==> src/rtl/game_pkg.sv <==
// Shared definitions for the game-flow controller: FSM states and the
// game_status codes that the video and audio overlays decode.
package game_pkg;

  typedef enum logic [2:0] {
    IDLE,
    PLAY,
    LEVEL_WIN,
    WORLD_WIN,
    LIFE_LOST,
    GAME_WIN,
    GAME_OVER
  } state_t;

  localparam logic [2:0] ST_PLAYING   = 3'd0;
  localparam logic [2:0] ST_LEVEL_WIN = 3'd1;
  localparam logic [2:0] ST_WORLD_WIN = 3'd2;
  localparam logic [2:0] ST_GAME_WIN  = 3'd3;
  localparam logic [2:0] ST_GAME_OVER = 3'd4;
  localparam logic [2:0] ST_LIFE_LOST = 3'd5;
  localparam logic [2:0] ST_IDLE      = 3'd7;

  function automatic logic [2:0] status_of(input state_t s);
    case (s)
      PLAY:      return ST_PLAYING;
      LEVEL_WIN: return ST_LEVEL_WIN;
      WORLD_WIN: return ST_WORLD_WIN;
      LIFE_LOST: return ST_LIFE_LOST;
      GAME_WIN:  return ST_GAME_WIN;
      GAME_OVER: return ST_GAME_OVER;
      default:   return ST_IDLE;
    endcase
  endfunction

endpackage

==> src/rtl/tick_gen.sv <==
// Game-tick divider: counts enabled cycles 0..DIV-1 and raises tick for the
// cycle in which the count wraps. clr restarts the phase.
module tick_gen #(
  parameter int DIV = 100_000_000
) (
  input  logic clk,
  input  logic rst,
  input  logic en,
  input  logic clr,
  output logic tick
);

  localparam int CW = $clog2(DIV);

  logic [CW-1:0] cnt;
  logic          at_end;

  assign at_end = (cnt == CW'(DIV - 1));
  assign tick   = en && at_end;

  // NOTE: reset is sampled synchronously inside the clocked block, and all
  // state uses non-blocking assignments so every register sees pre-edge values.
  always_ff @(posedge clk) begin
    if (!rst || clr) begin
      cnt <= '0;
    end else if (en) begin
      cnt <= at_end ? '0 : cnt + 1'b1;
    end
  end

endmodule

==> src/rtl/game_sequencer.sv <==
// Game-flow controller: level/world/lives tracking, timed status holds and
// level_load pulses. Level countdown is enabled by defining GAME_TIMER_EN.
module game_sequencer
  import game_pkg::*;
#(
  parameter  int NUM_LEVELS = 8,
  parameter  int NUM_WORLDS = 2,
  parameter  int LIVES      = 3,
  parameter  int TICK_DIV   = 100_000_000,
  parameter  int LEVEL_TIME = 60,
  parameter  int HOLD_TICKS = 3,
  localparam int LW = (NUM_LEVELS > 1) ? $clog2(NUM_LEVELS) : 1,
  localparam int WW = (NUM_WORLDS > 1) ? $clog2(NUM_WORLDS) : 1
) (
  input  logic          clk,
  input  logic          rst,
  input  logic          start,
  input  logic          pause,
  input  logic          level_passed,
  input  logic          lose,
  output logic [LW-1:0] level,
  output logic [WW-1:0] world,
  output logic [3:0]    lives_left,
  output logic [7:0]    time_left,
  output logic [2:0]    game_status,
  output logic          playing,
  output logic          level_load
);

  localparam int HW = $clog2(HOLD_TICKS + 1);
`ifdef GAME_TIMER_EN
  localparam logic [7:0] TIME_INIT = 8'(LEVEL_TIME);
`else
  localparam logic [7:0] TIME_INIT = 8'(LEVEL_TIME * 0);
`endif

  state_t        state, state_n;
  logic [LW-1:0] level_n;
  logic [WW-1:0] world_n;
  logic [3:0]    lives_n;
  logic [7:0]    time_n;
  logic [HW-1:0] hold_r, hold_n;
  logic          tick, tick_en, expire, hold_done, last_level, last_world;

  // The divider runs during PLAY (unless paused) and the transient hold states.
  assign tick_en = ((state == PLAY) && !pause) || (state == LEVEL_WIN) ||
                   (state == WORLD_WIN) || (state == LIFE_LOST);

  tick_gen #(.DIV(TICK_DIV)) u_tick_gen (
    .clk  (clk),
    .rst  (rst),
    .en   (tick_en),
    .clr  (state_n != state),
    .tick (tick)
  );

`ifdef GAME_TIMER_EN
  assign expire = tick && (time_left == 8'd1);
`else
  assign expire = 1'b0;
`endif

  assign hold_done  = tick && (hold_r == HW'(HOLD_TICKS - 1));
  assign last_level = (level == LW'(NUM_LEVELS - 1));
  assign last_world = (world == WW'(NUM_WORLDS - 1));

  // NOTE: every signal written here gets a default first, so no path can
  // leave one unassigned and infer a latch.
  always_comb begin
    state_n = state;
    level_n = level;
    world_n = world;
    lives_n = lives_left;
    time_n  = time_left;
    case (state)
      IDLE, GAME_WIN, GAME_OVER: begin
        if (start) begin
          state_n = PLAY;
          level_n = '0;
          world_n = '0;
          lives_n = 4'(LIVES);
          time_n  = TIME_INIT;
        end
      end
      PLAY: begin
        if (!pause) begin
          if (lose || expire) begin
            if (lives_left <= 4'd1) begin
              state_n = GAME_OVER;
              lives_n = '0;
            end else begin
              state_n = LIFE_LOST;
              lives_n = lives_left - 1'b1;
            end
          end else if (level_passed) begin
            if (!last_level)     state_n = LEVEL_WIN;
            else if (last_world) state_n = GAME_WIN;
            else                 state_n = WORLD_WIN;
          end else if (tick) begin
`ifdef GAME_TIMER_EN
            time_n = time_left - 1'b1;
`endif
          end
        end
      end
      LEVEL_WIN: begin
        if (hold_done) begin
          state_n = PLAY;
          level_n = level + 1'b1;
          time_n  = TIME_INIT;
        end
      end
      WORLD_WIN: begin
        if (hold_done) begin
          state_n = PLAY;
          level_n = '0;
          world_n = world + 1'b1;
          time_n  = TIME_INIT;
        end
      end
      LIFE_LOST: begin
        if (hold_done) begin
          state_n = PLAY;
          time_n  = TIME_INIT;
        end
      end
      default: state_n = IDLE;
    endcase

    // Hold ticks count from zero in every newly entered state.
    if (state_n != state) hold_n = '0;
    else if (tick)        hold_n = hold_r + 1'b1;
    else                  hold_n = hold_r;
  end

  always_ff @(posedge clk) begin
    if (!rst) begin
      state       <= IDLE;
      level       <= '0;
      world       <= '0;
      lives_left  <= 4'(LIVES);
      time_left   <= TIME_INIT;
      hold_r      <= '0;
      game_status <= ST_IDLE;
      playing     <= 1'b0;
      level_load  <= 1'b0;
    end else begin
      state       <= state_n;
      level       <= level_n;
      world       <= world_n;
      lives_left  <= lives_n;
      time_left   <= time_n;
      hold_r      <= hold_n;
      game_status <= status_of(state_n);
      playing     <= (state_n == PLAY) && !pause;
      level_load  <= (state_n == PLAY) && (state != PLAY);
    end
  end

endmodule

==> config.mk <==
export PLATFORM = sky130hd
export DESIGN_NAME = game_sequencer
export DESIGN_NICKNAME = d
export VERILOG_FILES = /design/src/rtl/game_pkg.sv /design/src/rtl/tick_gen.sv /design/src/rtl/game_sequencer.sv
export SDC_FILE = /design/constraint.sdc
export NUM_CORES = 1
export LEC_CHECK = 0
export ABC_CLOCK_PERIOD_IN_PS = 2130
export CAP_MARGIN = 10
export CORE_MARGIN = 4
export CORE_UTILIZATION = 50
export DETAILED_ROUTE_END_ITERATION = 12
export PLACE_DENSITY = 0.83
export RECOVER_POWER = 50
export SYNTH_ARGS = -nofsm -noshare
export SYNTH_HDL_FRONTEND = slang
export SYNTH_SLANG_ARGS = --single-unit
==> constraint.sdc <==
create_clock -name clk -period 2.13 [get_ports clk]
set_input_delay 0.5325 -clock clk [delete_from_list [all_inputs] [get_ports clk]]
set_output_delay 0.5325 -clock clk [all_outputs]
set_load 0.005 [all_outputs]
==> qor.txt <==
outcome = finished with violations
failing checks = setup timing
final weighted congestion of routability-driven global placement = 0.890
worst-case setup slack after placement = -0.349 ns
clock buffers created by TritonCTS = 5
Clk network pwr share = 22.5%
Hold/Removal Path Class = flop to flop
wire length of the first global-routing pass = 10.3 mm
deepest clock path buffer count = 2
maximum single-stage delay on the critical path = 0.55 ns
Psw = 862 uW
count of flip-flops with a built-in enable after synthesis = 0
Synth-to-Final Area Change = 38.1%
Fillers = 346
area of the mapped netlist = 2460 sq um
final count of hold timing violations = 0
Max Cap Violations = 0
starting density of the core = 51.7%
via count of the routed design = 2436
Netlist cell types = 54
startpoint-to-endpoint class of the critical path = flop to flop
H-tree depth = 2
largest net degree at the start of global routing = 18
predominant post-synthesis flop cell = sky130_fd_sc_hd__dfxtp_1
most repeated library cell on the critical path = sky130_fd_sc_hd__nor4b_4
Crit path buffers/inverters = 0
final period demand of the worst path = 2.19 ns
Final Skew = 0.0131 ns
top achievable clock speed = 0.457 GHz
dominant cell type by area after synthesis = sky130_fd_sc_hd__dfxtp_1
cell at the root of the clock tree = sky130_fd_sc_hd__clkbuf_8
antenna-violating nets left = 0
Setup violations, final = 2
core outline area = 4750 sq um
DRT iter0 DRCs = 174
worst path setup slack after routing = -0.0579 ns
count of port buffers added during placement = 18
most common cell after layout, fill and taps aside = sky130_fd_sc_hd__buf_4
via-per-instance ratio = 5.68
GRT Overall Usage = 20.5%
net switching share of the total power = 35.3%
part of the cycle the worst path needs = 103%
total DRC errors in the routed layout = 0
type of element launching the critical path = flop
sequence of cells on the critical path = nor4b_4 > nand4_4 > nor4b_4 > a22oi_2 > or4_4 > and2_4
post-route cell area = 3390 sq um
sequential power share = 38.9%
Worst path top cell family by delay = simple AND/OR/NAND/NOR gates
first-pass detailed-route iteration total = 4
Synth Area per Inst = 8.50 sq um
total count of max-transition violations in the final report = 0
YS warnings = 0
total routed wirelength = 6.65 mm
crit path DAT = 2.39 ns
final setup TNS = -0.0727 ns
via count of the first global-routing pass = 2293
internal power contribution = 1.58 mW
leakage dissipation = 1.38 nW
Top Ports = 27
max_slew headroom = 64.5%
PwrDens = 721 nW/um^2
final standard cell utilization of the core = 71.4%
storage element area = 910 sq um
net count of the finished layout = 373
latest clock arrival within the worst-skew pair = 0.31 ns
placed cell areas = 3060 sq um
setup repair after global routing missed its margin = yes
measured slew at the worst slew-check pin = 0.529 ns
largest voltage drop on the vdd net = 0.423 mV
share of layout cells above drive strength 1 = 30.1%
routed length per instance = 15.5 um
area of the die = 6100 sq um
top library cells by usage in the layout, fill and taps aside = sky130_fd_sc_hd__buf_4 (52), sky130_fd_sc_hd__dfxtp_1 (38), sky130_fd_sc_hd__nor2_1 (26)
data required time of the critical path = 2.34 ns
leading post-synthesis cells by cell area = sky130_fd_sc_hd__dfxtp_1 (37%), sky130_fd_sc_hd__xor2_1 (6.8%), sky130_fd_sc_hd__nor2_1 (5.7%), sky130_fd_sc_hd__nand2_1 (4.1%), sky130_fd_sc_hd__ha_1 (3.1%)
number of cells produced by synthesis = 289
antenna violations before repair = 0
FFs w/ async S/R, synth = 0%
number of diodes added for antenna fixing = 0
clock tree from TritonCTS = built
floorplan die height = 78.1 um
worst-path cell with the longest stage delay = sky130_fd_sc_hd__or4_4
HPWL after DPL = 4.20 mm
proportion of synthesized chip area in sequential cells = 36.7%
share of the synthesized area in the top cell type = 36.7%
std cell rows = 25
Combinational Power Share = 38.7%
CP Capture Type = flop
Die Width = 78.1 um
count of state elements after synthesis = 45
clock sink count = 45
total overflow reported by the global router = 0
post-CTS clock slew at the launch and capture registers of the worst setup and hold paths = 0.09 ns
area of the multi-input gates = 1620 sq um
largest fanout of any net on the critical path = 4
[timing repair]
| item | CTS | global route |
|---|---|---|
| pin swaps | 7 | 20 |
| endpoints found under the setup margin | 21 | 38 |
| hold buffers | 0 | 0 |
| gates resized for setup | 10 | 47 |
| buffers inserted | 2 | 2 |
| cloned | 0 | 1 |
[power by group through the flow]
stage	sequential (mW)	clock, mW	combinational [mW]
after floorplan	0.957	0	0.430
after global placement	0.959	0	0.772
after detailed placement	0.961	0	0.787
after CTS	0.942	0.556	0.818
after global routing	0.959	0.604	1.01
final	0.950	0.549	0.946
[sequential cells by signal, indices dropped and copies added, names as in the netlist]
name,cells
lives_left,4
world,1
playing,1
game_status,3
hold_r,2
state,3
level,3
level_load,1
u_tick_gen.cnt,27
[worst paths after layout]
kind / endpoint / slack, ns / startpoint / cells past startpoint
min: level[2]$_SDFFE_PN0P_ / 0.49 / level[2]$_SDFFE_PN0P_ / 2
max: game_status[1]$_SDFF_PN1_ / -0.06 / u_tick_gen.cnt[25]$_SDFFE_PP0N_ / 6
min reg2reg: level[2]$_SDFFE_PN0P_ / 0.49 / level[2]$_SDFFE_PN0P_ / 2
max reg2reg: game_status[1]$_SDFF_PN1_ / -0.06 / u_tick_gen.cnt[25]$_SDFFE_PP0N_ / 6
[stage by stage]
step	std cells	power [mW]	hold slack [ns]
6_report	429	2.45	0.492
5_1_grt	429	2.58	0.506
4_1_cts	426	2.32	0.502
3_5_place_dp	416	1.75	0.486
3_3_place_gp	416	1.73	0.476
2_1_floorplan	296	1.39	0.461
[Yosys cell counts (2+ instances only)]
| cell type | number |
|---|---|
| sky130_fd_sc_hd__nor2_1 | 37 |
| sky130_fd_sc_hd__xor2_1 | 19 |
| sky130_fd_sc_hd__xnor2_1 | 8 |
| sky130_fd_sc_hd__and3_1 | 3 |
| sky130_fd_sc_hd__and4_1 | 4 |
| sky130_fd_sc_hd__nand2b_1 | 5 |
| sky130_fd_sc_hd__nor3_1 | 9 |
| sky130_fd_sc_hd__a21oi_1 | 8 |
| sky130_fd_sc_hd__nand2_1 | 27 |
| sky130_fd_sc_hd__a2111oi_0 | 2 |
| sky130_fd_sc_hd__o21ai_0 | 9 |
| sky130_fd_sc_hd__inv_1 | 9 |
| sky130_fd_sc_hd__and2_1 | 5 |
| sky130_fd_sc_hd__nor4b_2 | 2 |
| sky130_fd_sc_hd__clkbuf_1 | 5 |
| sky130_fd_sc_hd__o211a_1 | 2 |
| sky130_fd_sc_hd__a211oi_1 | 3 |
| sky130_fd_sc_hd__nor4_1 | 4 |
| sky130_fd_sc_hd__o31ai_1 | 2 |
| sky130_fd_sc_hd__dfxtp_1 | 45 |
| sky130_fd_sc_hd__buf_4 | 8 |
| sky130_fd_sc_hd__o211ai_1 | 5 |
| sky130_fd_sc_hd__ha_1 | 6 |
| sky130_fd_sc_hd__buf_2 | 3 |
| sky130_fd_sc_hd__nor2b_1 | 4 |
| sky130_fd_sc_hd__nand4_1 | 9 |
| sky130_fd_sc_hd__nand3_1 | 14 |
| sky130_fd_sc_hd__mux2i_1 | 6 |
[logic make-up after synthesis]
logic type	share of synthesized area, %
buf+inv	5.35
other cells	0.153
compound gates	11.8
xor+xnor	9.62
fa+ha+maj	3.05
flops	36.7
simple gates	30.5
mux	2.90
[metal layers]
| metal | global-route usage [%] | routed length [um] | vias up |
|---|---|---|---|
| li1 | - | - | 1152 |
| met1 | 26.0 | 2640 | 1145 |
| met2 | 34.1 | 3290 | 109 |
| met3 | 4.24 | 451 | 30 |
| met4 | 8.39 | 257 | 0 |
| met5 | 0 | 0 | - |
[final cells by class]
| type | count | area share, % |
|---|---|---|
| clock buffers | 5 | 2.03 |
| clock inverters | 3 | 0.737 |
| inverters | 10 | 1.11 |
| multi-input cells | 225 | 47.8 |
| flip-flops and latches | 45 | 26.8 |
| well taps | 67 | 2.47 |
| repair buffers | 74 | 19.0 |
[tightest hold or removal path: stages (launching register included)]
cell                      delay [ns]
sky130_fd_sc_hd__dfxtp_1        0.33
sky130_fd_sc_hd__nand2_1        0.06
sky130_fd_sc_hd__mux2i_1        0.06
No activity file was read; power rests on OpenSTA's default activity.
